<file path="config.mk">
export PLATFORM = sky130hd
export DESIGN_NAME = random_arbiter
export DESIGN_NICKNAME = d
export VERILOG_FILES = /design/src/rtl/random_arbiter.sv
export SDC_FILE = /design/constraint.sdc
export NUM_CORES = 1
export LEC_CHECK = 0
export ABC_AREA = 1
export BUFFER_PORTS_ARGS = -buffer_cell sky130_fd_sc_hd__buf_2
export CAP_MARGIN = 10
export CORE_MARGIN = 4
export CORE_UTILIZATION = 49
export CTS_CLUSTER_SIZE = 10
export DETAILED_ROUTE_END_ITERATION = 12
export PLACE_DENSITY = 0.76
export SLEW_MARGIN = 5
export SYNTH_ARGS = -nofsm -noshare
export SYNTH_HDL_FRONTEND = slang
export SYNTH_SLANG_ARGS = --single-unit
</file>
<file path="constraint.sdc">
create_clock -name clk -period 2.6 [get_ports clk]
set_input_delay 0.26 -clock clk [delete_from_list [all_inputs] [get_ports clk]]
set_output_delay 0.26 -clock clk [all_outputs]
set_load 0.02 [all_outputs]
</file>
<file path="src/rtl/random_arbiter.sv">
// Round-robin arbiter that shares one LFSR among NUM_REQ requesters and returns
// a value in [0, bound). Define RANDOM_ARB_STATS_EN to add draw/fallback counters.
module random_arbiter #(
  parameter int NUM_REQ      = 3,
  parameter int RND_W        = 16,
  parameter int OUT_W        = 8,
  parameter int DECORR_STEPS = 4,
  parameter int MAX_RETRY    = 3
) (
  input  logic                     clk,
  input  logic                     rst,
  input  logic [NUM_REQ-1:0]       req,
  input  logic [NUM_REQ*OUT_W-1:0] bound,
  input  logic [RND_W-1:0]         rnd_in,
  output logic                     lfsr_en,
  output logic [NUM_REQ-1:0]       ack,
  output logic [OUT_W-1:0]         rnd_out,
  output logic                     busy
`ifdef RANDOM_ARB_STATS_EN
  ,
  output logic [15:0]              draw_cnt,
  output logic [15:0]              fallback_cnt
`endif
);

  localparam int IDX_W   = (NUM_REQ > 1) ? $clog2(NUM_REQ) : 1;
  localparam int STEP_W  = (DECORR_STEPS > 1) ? $clog2(DECORR_STEPS) : 1;
  localparam int RETRY_W = (MAX_RETRY > 0) ? $clog2(MAX_RETRY + 1) : 1;

  typedef enum logic [2:0] {IDLE, STEP, SETTLE, SAMPLE, ACK} state_t;

  state_t             state, state_nxt;
  logic [IDX_W-1:0]   rr_ptr, winner, pick_idx, scan;
  logic               pick_valid;
  logic [OUT_W-1:0]   pick_bound, bound_l, mask, cand;
  logic [STEP_W-1:0]  step_cnt;
  logic [RETRY_W-1:0] retry_cnt;
  logic               accept, at_limit;

  // Only the low OUT_W bits of the LFSR word take part in the reduction.
  logic unused_rnd_hi;
  assign unused_rnd_hi = ^rnd_in;

  // All bits at and below the MSB of v set.
  function automatic logic [OUT_W-1:0] smear(input logic [OUT_W-1:0] v);
    logic [OUT_W-1:0] r;
    r = v;
    for (int i = 0; i < OUT_W; i++) r = r | (r >> 1);
    return r;
  endfunction

  // Round-robin pick: first set request scanning upward from rr_ptr.
  always_comb begin
    // NOTE: every signal gets a default before any branch, so no path can infer a latch.
    pick_valid = 1'b0;
    pick_idx   = '0;
    scan       = '0;
    pick_bound = '0;
    for (int k = 0; k < NUM_REQ; k++) begin
      scan = IDX_W'((int'(rr_ptr) + k) % NUM_REQ);
      if (!pick_valid && req[scan]) begin
        pick_valid = 1'b1;
        pick_idx   = scan;
      end
    end
    for (int i = 0; i < NUM_REQ; i++) begin
      if (pick_idx == IDX_W'(i)) pick_bound = bound[i*OUT_W +: OUT_W];
    end
  end

  assign cand     = rnd_in[OUT_W-1:0] & mask;
  assign accept   = cand < bound_l;
  assign at_limit = retry_cnt == RETRY_W'(MAX_RETRY);

  always_ff @(posedge clk or posedge rst) begin
    // NOTE: sequential state uses non-blocking assignments so every flop sees pre-edge values.
    if (rst) state <= IDLE;
    else     state <= state_nxt;
  end

  always_comb begin
    state_nxt = state;
    lfsr_en   = 1'b0;
    ack       = '0;
    busy      = (state != IDLE);
    unique case (state)
      IDLE:   if (pick_valid) state_nxt = STEP;
      STEP: begin
        lfsr_en = 1'b1;
        if (step_cnt == STEP_W'(DECORR_STEPS - 1)) state_nxt = SETTLE;
      end
      // One idle cycle lets the LFSR's registered output catch up.
      SETTLE: state_nxt = SAMPLE;
      SAMPLE: state_nxt = (accept || at_limit) ? ACK : STEP;
      ACK: begin
        ack[winner] = req[winner];
        state_nxt   = IDLE;
      end
      default: state_nxt = IDLE;
    endcase
  end

  always_ff @(posedge clk or posedge rst) begin
    if (rst) begin
      rr_ptr    <= '0;
      winner    <= '0;
      bound_l   <= '0;
      mask      <= '0;
      step_cnt  <= '0;
      retry_cnt <= '0;
      rnd_out   <= '0;
    end else begin
      step_cnt <= (state == STEP && state_nxt == STEP) ? step_cnt + STEP_W'(1) : '0;
      unique case (state)
        IDLE: if (pick_valid) begin
          winner    <= pick_idx;
          bound_l   <= pick_bound;
          mask      <= (pick_bound < OUT_W'(2)) ? '0 : smear(pick_bound - OUT_W'(1));
          retry_cnt <= '0;
        end
        SAMPLE: begin
          if (accept)        rnd_out <= cand;
          // cand <= mask < 2*bound_l, so the difference is already in range.
          else if (at_limit) rnd_out <= (bound_l == '0) ? '0 : cand - bound_l;
          else               retry_cnt <= retry_cnt + RETRY_W'(1);
        end
        ACK: rr_ptr <= (winner == IDX_W'(NUM_REQ - 1)) ? '0 : winner + IDX_W'(1);
        default: ;
      endcase
    end
  end

`ifdef RANDOM_ARB_STATS_EN
  always_ff @(posedge clk or posedge rst) begin
    if (rst) begin
      draw_cnt     <= '0;
      fallback_cnt <= '0;
    end else if (state == SAMPLE) begin
      if (draw_cnt != 16'hFFFF) draw_cnt <= draw_cnt + 16'd1;
      if (!accept && at_limit && fallback_cnt != 16'hFFFF)
        fallback_cnt <= fallback_cnt + 16'd1;
    end
  end
`endif

endmodule

</file>
Word level (Yosys, flattened, before mapping)
Index checks and enable logic that the tools add are counted.

Output and inout port bits: 13. Input port bits: 45. Flip-flop bits (word level): 35. Logic and storage cells: 99.

Bitwise logic cells: 10. Div/mod/pow operators: 3. Equality and inequality tests: 13. Add/sub/neg operators: 7. Multiplexer cells: 35. Magnitude comparators: 7. Reductions and logical operators: 16.

Operators with widths (number): 32-bit by 3-bit remainder unit with 32-bit output (second input constant) (2); 8-bit by 7-bit OR with 8-bit output (8); 8-bit two-way mux (7); 3-bit by 3-bit remainder unit with 32-bit output (second input constant) (1); 2-bit two-way mux (8); 2-bit by 3-bit less-than comparator with 1-bit output (second input constant) (4); 3-bit two-way mux (4); 3-bit case mux with 4 select lines (1); 1-bit two-way mux (9); 8-bit AND (1); 1-bit binary-select mux with 2-bit select (4); 2-bit equality test (second input constant) (4); 8-bit logical NOT (1); 8-bit by 2-bit less-than comparator with 1-bit output (second input constant) (1); 8-bit less-than comparator (1); 8-bit by 1-bit subtractor with 8-bit output (second input constant) (1); 8-bit subtractor (1); 2-bit by 1-bit adder with 2-bit output (second input constant) (3); 3-bit by 1-bit equality test with 1-bit output (second input constant) (2); 3-bit by 2-bit equality test with 1-bit output (second input constant) (2); 2-bit != test (second input constant) (3); 1-bit logical AND (4); 2-bit case mux with 2 select lines (1); 2-bit AND reduction (2); 14 further kinds (16).

Depth between registers and ports, before layout
Depth in word-level cells: 24. Gate-level depth with buffers: 25. Depth with buffers taken out: 25.

Worst setup path after synthesis
OpenSTA, ideal clock, no wires.

Kind: register to register. From: register rr_ptr[0]. To: register mask[0]. Data arrival time: 2.637 ns. Library setup time: 0.138 ns. Path slack: -0.175 ns. Cell stages (with the launch flop): 21. Path buffers: 0. Data required time: 2.462 ns. Period minus slack after synthesis: 2.775 ns. Cell sequence: dfrtp_1 inv_1 ha_1 inv_2 nand3_1 nand2_1 nand4_1 nand2_2 inv_2 or2_2 nand2_2 ha_1 nand3_1 nand2_1 nand2_1 nor2_1 nand3_1 nand2_1 inv_1 nor2_4 nand4_1.

Word-level cells in the longest chain between the ends: 24. Elaborated cells on any way between the ends: 39. Those cells by class: add/sub: 3; div: 3; order compare: 1; eq/ne: 2; mux: 16; bitwise: 8; reduce/logical: 6.

RTL lines: start: declaration (RTL line 33) `logic [IDX_W-1:0] rr_ptr, winner, pick_idx, scan;`; start signal: assignment (RTL line 127) `ACK: rr_ptr <= (winner == IDX_W'(NUM_REQ - 1)) ? '0 : winner + IDX_W'(1);`; branches (longest 24 deep; another with 32-bit by 3-bit remainder unit with 32-bit output); end signal: assignment (RTL line 118) `mask <= (pick_bound < OUT_W'(2)) ? '0 : smear(pick_bound - OUT_W'(1));`; end: declaration (RTL line 35) `logic [OUT_W-1:0] pick_bound, bound_l, mask, cand;`.

Several ways; the timed one is not identified. The select of a mux whose other input is x is not followed. A chain may end at the register's enable or synchronous reset.

Final worst setup path
From: register rr_ptr[1]. To: register mask[1].

The elaborated chain is that of the path after synthesis.

==> impl_results.rst <==
.. list-table::
   :header-rows: 1

   * - Metric
     - Value
   * - Diodes inserted
     - 0
   * - Max-Cap Viols
     - 0
   * - Total gr overflow
     - 0
   * - Critical register-to-register path startpoint
     - rr_ptr[1]
   * - Max Fanout on Critical Path
     - 5
   * - Min cycle time layout
     - 2.81 ns
   * - Share of the clock period used by the worst path after layout
     - 108%
   * - Least setup slack across all paths after layout
     - -0.210 ns
   * - Later-pin clock latency in the skew report
     - 0.29 ns
   * - Category of the most critical setup path
     - reg2reg
   * - Final net count
     - 549
   * - Violations in the final reports
     - negative setup slack
   * - Clock tree buffer depth
     - 2
   * - Pins Over Slew Limit
     - 0
   * - TritonRoute pass-1 iters
     - 6
   * - End point of the critical path
     - mask[1]
   * - GRT Util Overall
     - 19.9%
   * - Kind of launch point of the worst setup path
     - flop
   * - Tightest hold margin
     - 0.0540 ns
   * - Final hold violations
     - 0
   * - RSZ-0062 raised after global routing
     - yes
   * - DP Cell Count
     - 536
   * - Worst Tran Pin Value
     - 0.490 ns
   * - Initial cell density of the core
     - 50.9%
   * - Mean instance size in the synthesized netlist
     - 6.86 sq um
   * - Reg-to-Reg End
     - mask[1]
   * - Most common cell after layout, fill and taps aside
     - sky130_fd_sc_hd__nand2_1
   * - Area growth from synthesis to final layout
     - 41.8%
   * - Routed length per placed instance
     - 12.4 microns
   * - Row cnt
     - 26
   * - Multi-input logic area
     - 0.00168 sq mm
   * - Vias per cell
     - 5.11
   * - Dominant synthesized flop cell
     - sky130_fd_sc_hd__dfrtp_1
   * - Status
     - finished with violations
   * - Fraction of final layout cells sized beyond drive strength 1
     - 37.7%
   * - Final instance count without filler cells
     - 558
   * - Start point of the critical path
     - rr_ptr[1]
   * - Clock tree sinks
     - 35
   * - H-tree levels
     - 2
   * - Clock tree from TritonCTS
     - done
   * - Critical path capture point type
     - flop
   * - Number of antenna-violating nets in the routed design
     - 0
   * - Global-route wire length before repair
     - 10300 microns
   * - Cell count of the worst reg-to-reg path
     - 23
   * - Sequential cell area fraction in the yosys report
     - 33.5%
   * - Worst path required time
     - 2.75 ns
   * - Share of synthesized flip-flops with an asynchronous set or reset
     - 100%
   * - Number of distinct library cell variants in the gate-level netlist after synthesis
     - 33
   * - Antenna violations before repair
     - 0
   * - Largest net degree at the start of global routing
     - 36
   * - Path class of the lowest-slack min-delay path
     - in2async
   * - Y dimension of the die
     - 81.0 microns
   * - Total DRC errors in the routed layout
     - 0
   * - Width of the die
     - 81.0 microns
   * - Count of pins on the block boundary
     - 58
   * - Most frequent cells in the layout
     - sky130_fd_sc_hd__nand2_1 (89), sky130_fd_sc_hd__inv_1 (59), sky130_fd_sc_hd__buf_4 (51), sky130_fd_sc_hd__buf_2 (49), sky130_fd_sc_hd__dfrtp_1 (33)
   * - Placeable core area
     - 0.00514 sq mm
   * - Number of buffers created by CTS
     - 5
   * - Library cell used as clock root buffer
     - sky130_fd_sc_hd__clkbuf_8
   * - Syn Inst Count
     - 381
   * - Max transition margin
     - 67.1%
   * - Port bufs
     - 49
   * - Total vias in the final route
     - 2849
   * - Number of fill cells
     - 400
   * - Worst Skew
     - 0.00510 ns
   * - Dpl hpwl
     - 4900 microns
   * - Area taken by flip-flops and latches
     - 878 sq um
   * - Total wire length
     - 6910 microns
   * - Count of routing violations after the opening detailed-route iteration
     - 116
   * - Nets in the synthesized netlist
     - 443
   * - Count of flip-flops with a built-in enable after synthesis
     - 0
   * - Crit path arrival time
     - 2.96 ns
   * - Clock Pin Slew Worst Setup and Hold Paths
     - 0.07 ns
   * - Total number of yosys warnings
     - 0
   * - Routability congestion estimate from global placement
     - 0.889
   * - Floorplan die area
     - 0.00657 sq mm
   * - Netlist Area Pre-Place
     - 0.00261 sq mm
   * - Via count of the first global-routing pass
     - 2553
   * - Worst R2R Setup Slack
     - -0.21 ns
   * - Fmax achieved
     - 356 MHz
   * - Final setup fails
     - 8
   * - Post-synthesis sequential element count
     - 35
cell usage after synthesis, types with 2 or more instances:
library cell | count | share of area (%)
sky130_fd_sc_hd__o22ai_1 | 2 | 0.48
sky130_fd_sc_hd__nand3_2 | 3 | 1.1
sky130_fd_sc_hd__a21oi_1 | 12 | 2.3
sky130_fd_sc_hd__nand2_1 | 105 | 15
sky130_fd_sc_hd__nand3_1 | 42 | 8.0
sky130_fd_sc_hd__nor2_2 | 3 | 0.72
sky130_fd_sc_hd__or2_2 | 2 | 0.48
sky130_fd_sc_hd__a31oi_1 | 2 | 0.48
sky130_fd_sc_hd__ha_1 | 16 | 7.7
sky130_fd_sc_hd__nor3_1 | 7 | 1.3
sky130_fd_sc_hd__or2_0 | 2 | 0.48
sky130_fd_sc_hd__nand2_2 | 7 | 1.7
sky130_fd_sc_hd__o21ai_0 | 29 | 5.6
sky130_fd_sc_hd__clkbuf_1 | 3 | 0.43
sky130_fd_sc_hd__nand4_1 | 5 | 1.2
sky130_fd_sc_hd__xor2_1 | 2 | 0.67
sky130_fd_sc_hd__xnor2_1 | 2 | 0.67
sky130_fd_sc_hd__inv_2 | 5 | 0.72
sky130_fd_sc_hd__nor4_1 | 4 | 0.96
sky130_fd_sc_hd__nor2_1 | 16 | 2.3
sky130_fd_sc_hd__o211ai_1 | 2 | 0.57
sky130_fd_sc_hd__inv_1 | 65 | 9.3
sky130_fd_sc_hd__dfrtp_1 | 35 | 34
state kept, by name (all words and copies together) (netlist names):
name / flops
bound_l: 8
mask: 8
retry_cnt: 2
winner: 2
rnd_out: 8
state: 3
rr_ptr: 2
step_cnt: 2
worst min-delay path by stage:
| stage | cells past startpoint | endpoint | startpoint | slack, ns |
|---|---|---|---|---|
| 2_1_floorplan | 1 | bound_l[0] | rst | 0.41 |
| 3_3_place_gp | 3 | rnd_out[0] | rst | 0.37 |
| 3_5_place_dp | 3 | rnd_out[0] | rst | 0.38 |
| 4_1_cts | 3 | mask[3] | rst | 0.07 |
| 5_1_grt | 3 | rnd_out[2] | rst | 0.09 |
| 6_report | 3 | rnd_out[2] | rst | 0.05 |
final cells by class:
class	count	share of cell area, %
Multi-Input combinational cell	271	45.3
Sequential cell	35	23.7
Timing Repair Buffer	104	18.2
Inverter	70	7.36
Tap cell	70	2.36
Clock buffer	6	2.23
Clock inverter	2	0.945
stage by stage:
| step | TNS (ns) | utilization (%) | setup WS [ns] | area (sq um) |
|---|---|---|---|---|
| after CTS | -0.338 | 67.2 | -0.107 | 3450 |
| after global routing | -2.83 | 72.1 | -0.455 | 3710 |
| after global placement | -0.526 | 63.3 | -0.139 | 3250 |
| after detailed placement | -1.05 | 63.3 | -0.223 | 3250 |
| final | -1.00 | 72.1 | -0.210 | 3710 |
| after floorplan | 0 | - | 0.0138 | 2640 |
cell families after synthesis:
family / count (synthesis) / share of synthesized area [%]
AOI/OAI and AO/OA: 50 / 10.3
and+or+nand+nor: 199 / 34.8
DFF: 35 / 33.5
xor gates and xnor gates: 4 / 1.34
muxes: 1 / 0.383
adders and majority gates: 17 / 8.43
buffers and inverters: 75 / 11.2
critical path, cell delays in order (launching register included):
cell and delay [ns]:
sky130_fd_sc_hd__dfrtp_2 0.44, sky130_fd_sc_hd__inv_2 0.10, sky130_fd_sc_hd__ha_1 0.28, sky130_fd_sc_hd__inv_1 0.10, sky130_fd_sc_hd__nand3_1 0.12, sky130_fd_sc_hd__nand2_2 0.09
sky130_fd_sc_hd__nand3_2 0.09, sky130_fd_sc_hd__nand2_2 0.08, sky130_fd_sc_hd__inv_2 0.11, sky130_fd_sc_hd__nand2_4 0.07, sky130_fd_sc_hd__buf_4 0.14, sky130_fd_sc_hd__nand2_1 0.05
sky130_fd_sc_hd__nand2_1 0.06, sky130_fd_sc_hd__nand2_2 0.09, sky130_fd_sc_hd__buf_6 0.12, sky130_fd_sc_hd__nand3_2 0.08, sky130_fd_sc_hd__nand2_2 0.06, sky130_fd_sc_hd__nand2_2 0.06
sky130_fd_sc_hd__nor2_2 0.10, sky130_fd_sc_hd__nand3_1 0.09, sky130_fd_sc_hd__nand2_1 0.09, sky130_fd_sc_hd__inv_2 0.04, sky130_fd_sc_hd__nor2_4 0.11, sky130_fd_sc_hd__nand4_1 0.10
per-layer routing:
layer	vias up	GRT usage, %	part of all wire, %
li1	1435	-	-
met5	-	0	0
met3	18	2.99	5.1
met4	0	7.09	2.3
met1	1303	23.5	42
met2	93	36.5	50
timing repair:
action                     in CTS  in global routing
pin swaps                      12                 26
resized for setup              16                 50
setup endpoints to repair       8                  9
setup buffers                   6                  9
hold buffers                    0                  0
Power is not shown: default switching activity piles up to over one toggle a cycle in this logic, so the estimate is an artifact.
